$ cat src/rtl/pwm_deadtime_bank_if.sv
// Control and gate-drive bundle for the dead-time PWM bank.
// The master drives run/duty/mode and observes the gate drives.
interface pwm_deadtime_bank_if #(
  parameter int unsigned CHANNELS   = 3,
  parameter int unsigned DUTY_WIDTH = 10
);
  logic                           enable;
  logic [CHANNELS*DUTY_WIDTH-1:0] duty;
  logic [CHANNELS*2-1:0]          mode;
  logic [CHANNELS-1:0]            pwm_high;
  logic [CHANNELS-1:0]            pwm_low;
  logic                           period_start;

  modport master (
    output enable, duty, mode,
    input  pwm_high, pwm_low, period_start
  );

  modport slave (
    input  enable, duty, mode,
    output pwm_high, pwm_low, period_start
  );
endinterface

$ cat src/rtl/pwm_deadtime_bank.sv
// Bank of half-bridge PWM channels sharing one period counter.
// Each channel has double-buffered duty and a dead-time enforcing gate FSM.
module pwm_deadtime_bank #(
  parameter int unsigned CHANNELS   = 3,
  parameter int unsigned DUTY_WIDTH = 10,
  parameter int unsigned PERIOD     = 1000,
  parameter int unsigned DEAD_TIME  = 4
) (
  input logic                clock,
  input logic                reset_n,
  pwm_deadtime_bank_if.slave bus
);

  localparam int unsigned CW = $clog2(PERIOD);
  localparam int unsigned SW = DUTY_WIDTH + 1;
  localparam int unsigned DW = $clog2(DEAD_TIME + 1);

  typedef enum logic [1:0] {ST_OFF, ST_DEAD, ST_HI, ST_LO} state_t;
  typedef enum logic [1:0] {TG_NONE, TG_HI, TG_LO} target_t;

  logic [CW-1:0]   count_q;
  logic [SW-1:0]   shadow_q [CHANNELS];
  logic [SW-1:0]   duty_sat [CHANNELS];
  target_t         target   [CHANNELS];
  state_t          state_q  [CHANNELS];
  state_t          state_d  [CHANNELS];
  logic [DW-1:0]   dead_q   [CHANNELS];
  logic [DW-1:0]   dead_d   [CHANNELS];
  logic [CHANNELS-1:0] high_q;
  logic [CHANNELS-1:0] low_q;

  logic period_end;
  assign period_end = (count_q == CW'(PERIOD - 1));

  // Requested duty clamped at PERIOD so anything larger reads as 100 %.
  always_comb begin
    for (int k = 0; k < CHANNELS; k++) begin
      duty_sat[k] = SW'(bus.duty[k*DUTY_WIDTH +: DUTY_WIDTH]);
      if (duty_sat[k] > SW'(PERIOD)) duty_sat[k] = SW'(PERIOD);
    end
  end

  // Shared counter and shadow duties; shadows follow duty while stopped.
  always_ff @(posedge clock or negedge reset_n) begin
    if (!reset_n) begin
      count_q <= '0;
      for (int k = 0; k < CHANNELS; k++) shadow_q[k] <= '0;
    end else begin
      if (!bus.enable || period_end) count_q <= '0;
      else                           count_q <= count_q + CW'(1);
      if (!bus.enable || period_end) begin
        for (int k = 0; k < CHANNELS; k++) shadow_q[k] <= duty_sat[k];
      end
    end
  end

  // Per-channel desired gate side for this cycle.
  always_comb begin
    for (int k = 0; k < CHANNELS; k++) begin
      target[k] = TG_NONE;
      if (bus.enable) begin
        unique case (bus.mode[2*k +: 2])
          2'b01:   target[k] = (SW'(count_q) < shadow_q[k]) ? TG_HI : TG_LO;
          2'b10:   target[k] = TG_LO;
          default: target[k] = TG_NONE;
        endcase
      end
    end
  end

  // Gate FSM next state: a side change always passes through a full DEAD
  // interval, and the dead count is not restarted if the target flips.
  always_comb begin
    for (int k = 0; k < CHANNELS; k++) begin
      state_d[k] = state_q[k];
      dead_d[k]  = dead_q[k];
      if (target[k] == TG_NONE) begin
        state_d[k] = ST_OFF;
        dead_d[k]  = '0;
      end else begin
        unique case (state_q[k])
          ST_DEAD: begin
            if (dead_q[k] == '0) state_d[k] = (target[k] == TG_HI) ? ST_HI : ST_LO;
            else                 dead_d[k]  = dead_q[k] - DW'(1);
          end
          default: begin
            if ((target[k] == TG_HI && state_q[k] != ST_HI) ||
                (target[k] == TG_LO && state_q[k] != ST_LO)) begin
              state_d[k] = ST_DEAD;
              dead_d[k]  = DW'(DEAD_TIME - 1);
            end
          end
        endcase
      end
    end
  end

  always_ff @(posedge clock or negedge reset_n) begin
    if (!reset_n) begin
      for (int k = 0; k < CHANNELS; k++) begin
        state_q[k] <= ST_OFF;
        dead_q[k]  <= '0;
      end
      high_q <= '0;
      low_q  <= '0;
    end else begin
      for (int k = 0; k < CHANNELS; k++) begin
        state_q[k] <= state_d[k];
        dead_q[k]  <= dead_d[k];
        high_q[k]  <= (state_d[k] == ST_HI);
        low_q[k]   <= (state_d[k] == ST_LO);
      end
    end
  end

  assign bus.pwm_high     = high_q;
  assign bus.pwm_low      = low_q;
  assign bus.period_start = reset_n & bus.enable & (count_q == '0);

endmodule
$ cat src/flat_wrapper.sv
// flat-port wrapper written by rule: the top's interface ports become plain ports
module pwm_deadtime_bank_flat 
#(
  parameter int unsigned CHANNELS   = 3,
  parameter int unsigned DUTY_WIDTH = 10,
  parameter int unsigned PERIOD     = 1000,
  parameter int unsigned DEAD_TIME  = 4
)
  (clock, reset_n, bus_enable, bus_duty, bus_mode, bus_pwm_high, bus_pwm_low, bus_period_start);
  pwm_deadtime_bank_if #(.CHANNELS(CHANNELS), .DUTY_WIDTH(DUTY_WIDTH)) bus_i ();
  input logic clock;
  input logic reset_n;
  input wire logic [$bits(bus_i.enable)-1:0] bus_enable;
  input wire logic [$bits(bus_i.duty)-1:0] bus_duty;
  input wire logic [$bits(bus_i.mode)-1:0] bus_mode;
  output wire logic [$bits(bus_i.pwm_high)-1:0] bus_pwm_high;
  output wire logic [$bits(bus_i.pwm_low)-1:0] bus_pwm_low;
  output wire logic [$bits(bus_i.period_start)-1:0] bus_period_start;
  assign bus_i.enable = bus_enable;
  assign bus_i.duty = bus_duty;
  assign bus_i.mode = bus_mode;
  assign bus_pwm_high = bus_i.pwm_high;
  assign bus_pwm_low = bus_i.pwm_low;
  assign bus_period_start = bus_i.period_start;
  pwm_deadtime_bank #(.CHANNELS(CHANNELS), .DUTY_WIDTH(DUTY_WIDTH), .PERIOD(PERIOD), .DEAD_TIME(DEAD_TIME)) u_core (.clock(clock), .reset_n(reset_n), .bus(bus_i));
endmodule
$ cat config.mk
export PLATFORM = sky130hd
export DESIGN_NAME = pwm_deadtime_bank_flat
export DESIGN_NICKNAME = d
export VERILOG_FILES = /design/src/rtl/pwm_deadtime_bank_if.sv /design/src/rtl/pwm_deadtime_bank.sv /design/src/flat_wrapper.sv
export SDC_FILE = /design/constraint.sdc
export NUM_CORES = 1
export LEC_CHECK = 0
export BUFFER_PORTS_ARGS = -buffer_cell sky130_fd_sc_hd__buf_2
export CAP_MARGIN = 20
export CORE_MARGIN = 4
export CORE_UTILIZATION = 30
export DETAILED_ROUTE_END_ITERATION = 6
export PLACE_DENSITY_LB_ADDON = 0.2
export SLEW_MARGIN = 40
export SYNTH_ARGS = -nofsm -noshare
export SYNTH_HDL_FRONTEND = slang
export SYNTH_SLANG_ARGS = --single-unit
$ cat constraint.sdc
create_clock -name clock -period 6.56 [get_ports clock]
set_input_delay 0.328 -clock clock [delete_from_list [all_inputs] [get_ports clock]]
set_output_delay 0.328 -clock clock [all_outputs]
set_load 0.01 [all_outputs]
# Yosys cells after proc, flatten, opt, wreduce, memory -nomap -nowiden
# Index checks and enable logic that the tools add are counted.
# totals
ff_bits	64
in_bits	39
output_inout_bits	7
wordCells	119
# op_classes
add_sub_neg	4
n_lt_le_gt_ge	6
eq_ne	31
mux	40
bitwise_logic	2
n_reduce_logical	24
# ops
operator	n
two-way mux 10 bit	4
two-way mux 2 bit	18
two-way mux 3 bit	12
less-than comparator 10 x 11 -> 1 bit	3
> comparator 10 bit (second input constant)	3
equality test 2 bit (second input constant)	12
equality test 2 x 1 -> 1 bit (second input constant)	9
!= test 2 bit (second input constant)	6
case mux 2 bit (2 select lines)	3
adder 10 x 1 -> 10 bit (second input constant)	1
equality test 10 bit (second input constant)	1
logical NOT 10 bit	1
logical NOT 3 bit	3
!= test 3 x 2 -> 1 bit (second input constant)	3
nonzero test 3 bit	3
subtractor 3 x 1 -> 3 bit (second input constant)	3
logical AND 1 bit	6
logical NOT 2 bit	3
AND reduction 2 bit	3
logical OR 1 bit	4
two-way mux 1 bit	3
bitwise AND 1 bit	2
logical NOT 1 bit	1

# Longest topological paths before layout
# Gate-level depths: netlist of run 1.
# depth
ltp_word	11
depth_mapped	9
depth_no_buf	9

# Worst setup path after synthesis of run 1
# Ideal clock, no wire load.
# synth_timing
path_kind	reg-to-reg
from	reg u_core.count_q[6]
to	reg u_core.dead_q[7] (netlist bit)
setup_ps	131
arrival_ps	2069
required_ps	6429
slack_ps	4359
stages_incl_launch_ff	8
n_path_buf	0
period_less_slack_ps	2201
path_cell_list	dfrtp_1 ha_1 a21o_1 a221oi_1 o21ai_2 a21oi_1 o32ai_1 or3_1
# synth_between
elab_chain_cells	9
elab_cells_between_ends	14
classes_between	order compare (1); eq/ne (3); mux (4); reduce/logical (6)
# synth_lines
item	line	source
start: declaration	pwm_deadtime_bank.sv:21	logic [CW-1:0] count_q;
start signal: assignment	pwm_deadtime_bank.sv:50	else count_q <= count_q + CW'(1);
less-than comparator 10 x 11 -> 1 bit *	pwm_deadtime_bank.sv:63	2'b01: target[k] = (SW'(count_q) < shadow_q[k]) ? TG_HI : TG_LO;
two-way mux 2 bit *	pwm_deadtime_bank.sv:63	
case mux 2 bit (2 select lines) *	pwm_deadtime_bank.sv:62	unique case (bus.mode[2*k +: 2])
two-way mux 2 bit *	pwm_deadtime_bank.sv:61	if (bus.enable) begin
equality test 2 x 1 -> 1 bit or equality test 2 bit (tied branches)	pwm_deadtime_bank.sv:87, pwm_deadtime_bank.sv:88	
logical AND 1 bit, on equally long branches	pwm_deadtime_bank.sv:87, pwm_deadtime_bank.sv:88	
logical OR 1 bit	pwm_deadtime_bank.sv:87	if ((target[k] == TG_HI && state_q[k] != ST_HI) ||
nonzero test 3 bit (no source line)	-	
AND reduction 2 bit (no source line)	-	
end signal: indexed assignment	pwm_deadtime_bank.sv:109	dead_q[k] <= dead_d[k];
end: declaration	pwm_deadtime_bank.sv:27	logic [DW-1:0] dead_q [CHANNELS];
# Mark *: on every way between the ends. The rest lies on a longest branch, timed or not.
# A chain may end at the register's enable or synchronous reset.

# Final worst setup path of run 1
# Ends and elaborated chain as after synthesis.

==> results.cfg, run 1 <==
[status]
run_status = finished clean

[pwr]
switchingPower_mw = 0.276
p_int_mw = 0.830
p_comb_share_pct = 13.8
switching_share_pct = 25.0
peakVddDrop_v = 0.000141
clockPowerShare_pct = 48.6
seqPwrFrac_pct = 37.6
power_density_nw_per_um2 = 235
total_leakage_power_nw = 2.31

[logic_synthesis]
synth_cell_types = 47
synthCells = 461
synth_enable_flop_cells = 0
ys_seq_elements = 61
synth_ff_type = dfrtp_1
async_reset_ff_share_pct = 100
syn_nets = 541
netlist_area_um2 = 3960
yosysWarnings = 0
synth_sequential_area_ratio_pct = 38.5
synth.avg_cell_area_um2 = 8.59

[place]
dp_cells = 668
gp_congestion = 0.886
place_area_um2 = 4380
pre_cts_slack_ns = 4.09
dp_hpwl_um = 6790
portBuffers = 45

[clock_network]
cts_hold_buf = 0
cts_root_buf = clkbuf_16
post_cts_resized = 0
htreeDepth = 3
numCtsBuffers = 9
clk_latency_ns = 0.34
clk_pin_slew_worst_paths_ns = 0.05
cts_setup_buffers = 0
cts_max_path_buffers = 2
cts_sinks = 61
cts_tree = yes

[timing]
rsz0062_at_grt = false
max_freq_mhz = 407
timing.final.ws_setup_ns = 4.10
period_minus_slack_ns = 2.46
skew_ns = 0.00783
fin_crit_sh_pct = 37.4
slew_headroom_pct = 54.0
worst_slew_pin_slew_ns = 0.690
finalSetupTns_ns = 0
fin_hold_ws_ns = 0.0869
slew_viol_final = 0
hold_violations = 0
setup_viol = 0

[min_path]
hp-class = input port to async pin

[drt]
drtPass1Iterations = 4
wire_per_inst_um = 13.6
num_vias = 3389
routed_wl_um = 9320
dr.first_iter.drc_count = 221
vias_per_cell = 4.96
drtAntennaViolNets = 0
drc_errors = 0

[cells_and_area]
fin_cells = 683
fin_area_um2 = 4710
seqCellArea_um2 = 1530
multi_input_area_um2 = 2230
drive_gt1_share_pct = 13.7
mostFrequentLayoutCells = dfrtp_1, nand2_1, buf_2
n_fill_cell = 1307
antenna_cells = 0
syn_to_final_growth_pct = 18.9
finalNetCount = 587
mostFrequentLayoutCell = dfrtp_1

[setup_path]
cp.depth = 7
crit_fanout = 10
critPathSlowestCell = dfrtp_1
arrival_ns = 2.67
end_kind = register
reg2reg_depth = 7
cp_top_family = compound AO/OA/AOI/OAI gates
cp_data_required_time_ns = 6.77
crit_path_max_incr_delay_ns = 0.52
cp_cell_sequence = ha_1 -> a21o_1 -> a221oi_1 -> o21ai_2 -> a21oi_1 -> o32ai_1 -> or3_1
crit_buf_inv = 0
criticalPathCategory = register to register
worstReg2RegStart = u_core.count_q[6]
start_kind = register
timing.rr.end = u_core.dead_q[7]
r2r_slack_ns = 4.10

[global_routing]
antenna_found_initial = 0
grt-ovfl-total = 0
grt_usage_pct = 13.4
grt_pass1_vias = 3368
grt_max_degree = 63
grt_first_pass_wirelength_um = 15800

[die]
rows = 41
coreArea_um2 = 12800
die_y_um = 123
die-area_um2 = 15100
initial_core_util_pct = 31.0
die_x_um = 123
ios = 46

[flow_run]
drv_cap = 0
==> cell families after synthesis <==
family	count (synthesis)	synth area share, %
adder cells (fa/ha/maj)	41	13.0
flip-flops	61	38.5
XOR/XNOR	6	1.33
multiplexers	7	1.83
buffers and inverters	56	5.31
AND/OR/NAND/NOR	166	20.3
AO/OA/AOI/OAI	124	19.8
==> how the worst max path moves through the flow <==
stage | to | slack (ns) | start
final | u_core.dead_q[7] | 4.10 | u_core.count_q[6]
after global routing | u_core.dead_q[7] | 3.89 | u_core.count_q[2]
after CTS | u_core.dead_q[7] | 4.07 | u_core.count_q[6]
after detailed placement | u_core.dead_q[7] | 4.09 | u_core.count_q[6]
after global placement | u_core.dead_q[7] | 4.18 | u_core.count_q[2]
after floorplan | u_core.dead_q[7] | 4.36 | u_core.count_q[6]
==> area by class of cell <==
type                       instances  area share (%)
multi-input combinational        344            47.3
sequential                        61            32.4
timing repair buffer              47            5.18
clock buffer                      10            4.86
tap                              172            4.57
inverter                          44            3.51
clock inverter                     5            2.13
==> stage by stage <==
step                      util (%)  power [mW]
after floorplan                  -       0.522
after global placement        34.3       0.573
after detailed placement      34.3       0.576
after CTS                     36.8        1.13
after global routing          36.9        1.17
final                         36.9        1.11
==> per-layer routing <==
layer  up-vias  wire, um  global-route usage [%]
met5         -         0                       0
met2        51      4580                    22.2
met4         0       172                    5.25
li1       1706         -                       -
met1      1613      4230                    16.0
met3        19       337                    4.62
==> synth_stat cells (all sizes together), types with 2 or more instances <==
master / n / area share [%]
and2b: 2 / 0.38
nor4: 4 / 0.79
nand3: 13 / 1.6
ha: 41 / 13
o22ai: 6 / 0.95
nor2: 41 / 3.9
mux2i: 5 / 1.3
and2: 5 / 0.79
nand2b: 7 / 1.1
nor4b: 2 / 0.44
and3: 6 / 0.95
nand2: 51 / 4.8
a22oi: 2 / 0.38
a21o: 9 / 1.7
dfrtp: 61 / 39
o21a: 7 / 1.3
xnor2: 5 / 1.1
a21oi: 29 / 3.9
mux2: 2 / 0.57
a221oi: 5 / 1.1
nand4: 5 / 0.79
a22o: 3 / 0.66
or3: 9 / 1.4
o21ai: 47 / 6.4
inv: 44 / 4.2
a31oi: 4 / 0.63
o211ai: 3 / 0.57
clkbuf: 12 / 1.1
nor2b: 11 / 1.7
nor3: 7 / 0.88
==> power by group through the flow <==
stage	clock network (mW)	registers, mW	logic [mW]
2_1_floorplan	0	0.415	0.107
3_3_place_gp	0	0.422	0.151
3_5_place_dp	0	0.422	0.154
4_1_cts	0.555	0.416	0.155
5_1_grt	0.568	0.419	0.178
6_report	0.537	0.416	0.153
==> worst register-to-register path, stage by stage (launching register included) <==
cell and delay (ns):
dfrtp_1 0.52, ha_1 0.31, a21o_1 0.19, a221oi_1 0.33, o21ai_2 0.21, a21oi_1 0.34, o32ai_1 0.12, or3_1 0.31
==> registers in the layout (all words and copies together), names as in the netlist <==
name,count
u_core.state_q,6
u_core.bus.pwm_low,3
u_core.count_q,10
u_core.shadow_q,30
u_core.bus.pwm_high,3
u_core.dead_q,9
(Power assumes the default switching activity.)
==> run 2: changes to the inputs <==
==> constraint.sdc (replaced) <==
create_clock -name clock -period 2.3 [get_ports clock]
set_input_delay 0.115 -clock clock [delete_from_list [all_inputs] [get_ports clock]]
set_output_delay 0.115 -clock clock [all_outputs]
set_load 0.01 [all_outputs]
==> run 2 against run 1 <==
Net effect: critical path depth did not move; worst hold slack got worse by 0.071 ns; via count is 1.6% higher; clock skew shrank 0.0012 ns; cell count is 1.6% higher; largest cell class unchanged.
==> results.cfg, run 2 (synthesis results as in run 1) <==
[cells_and_area]
regMostFlops = u_core.shadow_q
mostFrequentLayoutCells = dfrtp_1, nand2_1, buf_2
seqCellArea_um2 = 1530
finalNetCount = 598
largest_reg_flops = 30
reg_top3 = u_core.shadow_q: 30 flops, u_core.count_q: 10 flops, u_core.dead_q: 9 flops
drive_gt1_share_pct = 17.4
antenna_cells = 0
n_fill_cell = 1289
utilization_pct = 37.7
mostFrequentLayoutCell = dfrtp_1
syn_to_final_growth_pct = 21.5
multi_input_area_um2 = 2290

[flow_run]
drv_cap = 0

[timing]
slew_viol_final = 0
finalSetupTns_ns = 0
worst_slew_pin_slew_ns = 0.586
max_freq_mhz = 449
skew_ns = 0.00668
fin_crit_sh_pct = 96.7
hold_violations = 0
setup_viol = 0
period_minus_slack_ns = 2.22
fin_hold_ws_ns = 0.0159
slew_headroom_pct = 61.0

[place]
gp_congestion = 0.897
dp_hpwl_um = 7130
portBuffers = 45

[die]
rows = 41
die_x_um = 123
die_y_um = 123
ios = 46
coreArea_um2 = 12800
initial_core_util_pct = 31.0
die-area_um2 = 15100

[global_routing]
grt_first_pass_wirelength_um = 15900
grt_usage_pct = 13.3
grt_pass1_vias = 3296
grtUsageMet2_pct = 22.1
use_met3_pct = 3.29
met1_usage_pct = 17.0
antenna_found_initial = 0
top_usage_layer = met2
grt-ovfl-total = 0
grt_max_degree = 62

[drt]
routed_wl_um = 9620
dr.first_iter.drc_count = 214
drtAntennaViolNets = 0
vias_per_cell = 4.96
num_vias = 3444
drtPass1Iterations = 5
wire_per_inst_um = 13.9
drc_errors = 0

[pwr]
power_density_nw_per_um2 = 605
peakVddDrop_v = 0.000365
total_leakage_power_nw = 2.36

[setup_path]
r2r_slack_ns = 0.08
arrival_ns = 2.42
crit_path_max_incr_delay_ns = 0.43
criticalPathCategory = register to register
cp_cell_sequence = ha_1 -> and3_1 -> a221oi_2 -> o21ai_4 -> mux2_2 -> o32ai_1 -> or3_1
crit_fanout = 7
cp_data_required_time_ns = 2.50
cp_top_family = compound AO/OA/AOI/OAI gates
end_kind = register
crit_buf_inv = 0
start_kind = register
critPathSlowestCell = dfrtp_1

[clock_network]
cts_max_path_buffers = 2
htreeDepth = 3
numCtsBuffers = 9
cts_root_buf = clkbuf_16
clk_latency_ns = 0.32
cts_tree = yes
clk_pin_slew_worst_paths_ns = 0.05
cts_sinks = 61

[status]
run_status = finished clean

[min_path]
hp-class = input port to register
## run 2: cell count changes in the layout (fill, tap and decap cells not counted), moves of 3 or more
cell       delta
a21oi_1       -3
a21oi_2       +3
buf_4        +10
bufinv_16     -3
clkbuf_8      +3
dfrtp_1       -3
dfrtp_2       +3
## run 2: through the flow
step | worst slack, ns | cells | area [um^2] | power, mW
final | 0.0752 | 694 | 4810 | 2.91
after global routing | -0.0217 | 694 | 4810 | 3.07
after CTS | 0.0257 | 692 | 4730 | 2.94
after detailed placement | 0.0385 | 676 | 4440 | 1.65
after global placement | 0.112 | 676 | 4440 | 1.65
after floorplan | 0.0995 | 461 | 3960 | 1.49
## run 2: repair_timing
item / in CTS / in global routing
hold buffers: 1 / 0
buffers inserted: 0 / 2
hold endpoints to repair: 61 / 0
gates resized for setup: 0 / 17
setup endpoints to repair: 0 / 15
## run 2: final cells by class
class | count | area share, %
Tap cell | 172 | 4.47
Sequential cell | 61 | 31.8
Timing Repair Buffer | 58 | 6.84
Multi-Input combinational cell | 344 | 47.7
Clock inverter | 1 | 0.104
Clock buffer | 14 | 5.69
Inverter | 44 | 3.43
## run 2: per-layer routing
metal  vias up  part of all wire (%)
li1       1727                     -
met1      1655                    46
met2        51                    49
met3        11                   3.3
met4         0                   2.0
met5         -                     0
## run 2: worst register-to-register path, cell delays in order (launching register included)
cell,delay [ns]
dfrtp_1,0.43
ha_1,0.33
and3_1,0.23
a221oi_2,0.34
o21ai_4,0.16
mux2_2,0.26
o32ai_1,0.06
or3_1,0.31
## run 2: final timing paths
path,from,endpoint,cells past startpoint
max reg2reg,u_core.count_q[9],u_core.dead_q[7],7
min reg2reg,u_core.shadow_q[0],u_core.shadow_q[0],1
max,u_core.count_q[9],u_core.dead_q[7],7
min in group asynchronous,reset_n,u_core.shadow_q[29],3
min,bus_duty[7],u_core.shadow_q[29],3
max in group asynchronous,reset_n,u_core.count_q[1],3
## run 2: where the power goes
part | internal [mW] | total, mW | switching (mW)
clock | 0.810 | 1.26 | 0.453
combinational | 0.191 | 0.464 | 0.272
sequential | 1.14 | 1.19 | 0.0442
total | 2.14 | 2.91 | 0.769
==> run 3: changes to the inputs <==
==> constraint.sdc (replaced) <==
create_clock -name clock -period 2.6 [get_ports clock]
set_input_delay 0.13 -clock clock [delete_from_list [all_inputs] [get_ports clock]]
set_output_delay 0.13 -clock clock [all_outputs]
set_load 0.01 [all_outputs]
==> run 3 against run 2 <==
Net effect: core utilization fell by 0.73 points; sequential cell count did not move; count of clock-buffer cells in the layout fell by 2; final area fell by 1.9%; largest cell class unchanged; critical endpoint unchanged; sequential share of layout area rose by 0.55 points; register-to-register slack improved by 0.16 ns; critical path depth rose by 1; combinational power fell by 16%; clock skew fell by 0.0017 ns; clock power fell by 6%.
==> results.cfg, run 3 (synthesis results as in run 1) <==
[cells_and_area]
antenna_cells = 0
syn_to_final_growth_pct = 19.1
largest_reg_flops = 30
fin_area_um2 = 4720
mostFrequentLayoutCells = dfrtp_1, nand2_1, buf_2
finalNetCount = 590
regMostFlops = u_core.shadow_q
mostFrequentLayoutCell = dfrtp_1
reg_top3 = u_core.shadow_q: 30 flops, u_core.count_q: 10 flops, u_core.dead_q: 9 flops
drive_gt1_share_pct = 14.0

[pwr]
finalPower_mw = 2.63
total_leakage_power_nw = 2.31
peakVddDrop_v = 0.000281
power_density_nw_per_um2 = 557

[setup_path]
cp_cell_sequence = ha_1 -> nand2_1 -> o21ai_0 -> a31oi_1 -> o21ai_2 -> mux2_2 -> o32ai_1 -> or3_1
start_kind = register
critPathLaunch = u_core.count_q[2]
arrival_ns = 2.63
crit_path_max_incr_delay_ns = 0.48
criticalPathCategory = register to register
worstReg2RegStart = u_core.count_q[2]
r2r_slack_ns = 0.24
reg2reg_depth = 8
cp_data_required_time_ns = 2.87
critPathSlowestCell = dfrtp_1
end_kind = register
crit_end = u_core.dead_q[7]
timing.rr.end = u_core.dead_q[7]
crit_fanout = 10

[global_routing]
grtUsageMet2_pct = 21.7
antenna_found_initial = 0
top_usage_layer = met2
grt_pass1_vias = 3247
grt_usage_pct = 13.1
grt_max_degree = 43
grt-ovfl-total = 0
grt_first_pass_wirelength_um = 15600
use_met3_pct = 2.84
met1_usage_pct = 16.8

[clock_network]
cts_setup_buffers = 0
clk_latency_ns = 0.32
numCtsBuffers = 9
htreeDepth = 3
cts_max_path_buffers = 2
cts_sinks = 61
clk_pin_slew_worst_paths_ns = 0.05
cts_root_buf = clkbuf_16
post_cts_resized = 0
cts_hold_buf = 1
cts_tree = yes

[place]
gp_congestion = 0.868
portBuffers = 45
dp_hpwl_um = 7050
place_area_um2 = 4420

[drt]
wire_per_inst_um = 13.6
drtAntennaViolNets = 0
drtPass1Iterations = 6
num_vias = 3327
drc_errors = 0
dr.first_iter.drc_count = 179
vias_per_cell = 4.84
routed_wl_um = 9350

[die]
rows = 41
initial_core_util_pct = 31.0
die_x_um = 123
coreArea_um2 = 12800
die_y_um = 123
ios = 46
die-area_um2 = 15100

[status]
run_status = finished clean

[timing]
fin_crit_sh_pct = 90.9
skew_ns = 0.00497
slew_viol_final = 0
period_minus_slack_ns = 2.36
fin_hold_ws_ns = 0.0241
max_freq_mhz = 423
rsz0062_at_grt = false
slew_headroom_pct = 64.9
setup_viol = 0
worst_slew_pin_slew_ns = 0.526
hold_violations = 0
finalSetupTns_ns = 0

[flow_run]
drv_cap = 0

[min_path]
hp-class = input port to register
run 3: power breakdown:
part / switching [mW] / internal [mW]
combinational: 0.227 / 0.164
clock: 0.423 / 0.765
sequential: 0.0406 / 1.01
run 3: critical path: cells and delay by family (launching register included):
| kind | cells | cell delay, ns |
|---|---|---|
| AO/OA/AOI/OAI | 4 | 0.91 |
| adder cells (fa/ha/maj) | 1 | 0.35 |
| flip-flops | 1 | 0.48 |
| multiplexers | 1 | 0.39 |
| AND/OR/NAND/NOR | 2 | 0.18 |
run 3: cell type report:
class	instances	area (um^2)
Fill cell	1292	8050
Multi-Input combinational cell	344	2230
Sequential cell	61	1530
Timing Repair Buffer	50	290
Clock buffer	12	246
Tap cell	172	215
Inverter	44	165
Clock inverter	4	47.5
run 3: how the worst min path moves through the flow:
stage / start / endpoint / cells past startpoint
after floorplan: reset_n / u_core.bus.pwm_high[0] / 0
after global placement: bus_duty[15] / u_core.shadow_q[16] / 3
after detailed placement: reset_n / u_core.shadow_q[28] / 2
after CTS: bus_duty[15] / u_core.shadow_q[16] / 3
after global routing: bus_duty[8] / u_core.shadow_q[30] / 3
final: bus_duty[15] / u_core.shadow_q[16] / 3
run 3: metal layers:
| layer | part of all wire, % | vias up | routed length (um) |
|---|---|---|---|
| met5 | 0 | - | 0 |
| met4 | 1.7 | 0 | 163 |
| met1 | 47 | 1563 | 4370 |
| met2 | 49 | 42 | 4570 |
| li1 | - | 1711 | - |
| met3 | 2.6 | 11 | 245 |
run 3: per-stage QoR:
| step | utilization (%) | setup WS [ns] | instances |
|---|---|---|---|
| after floorplan | - | 0.399 | 461 |
| after global placement | 34.4 | 0.304 | 669 |
| after detailed placement | 34.6 | 0.254 | 670 |
| after CTS | 36.9 | 0.237 | 687 |
| after global routing | 36.9 | 0.0451 | 687 |
| final | 36.9 | 0.238 | 687 |
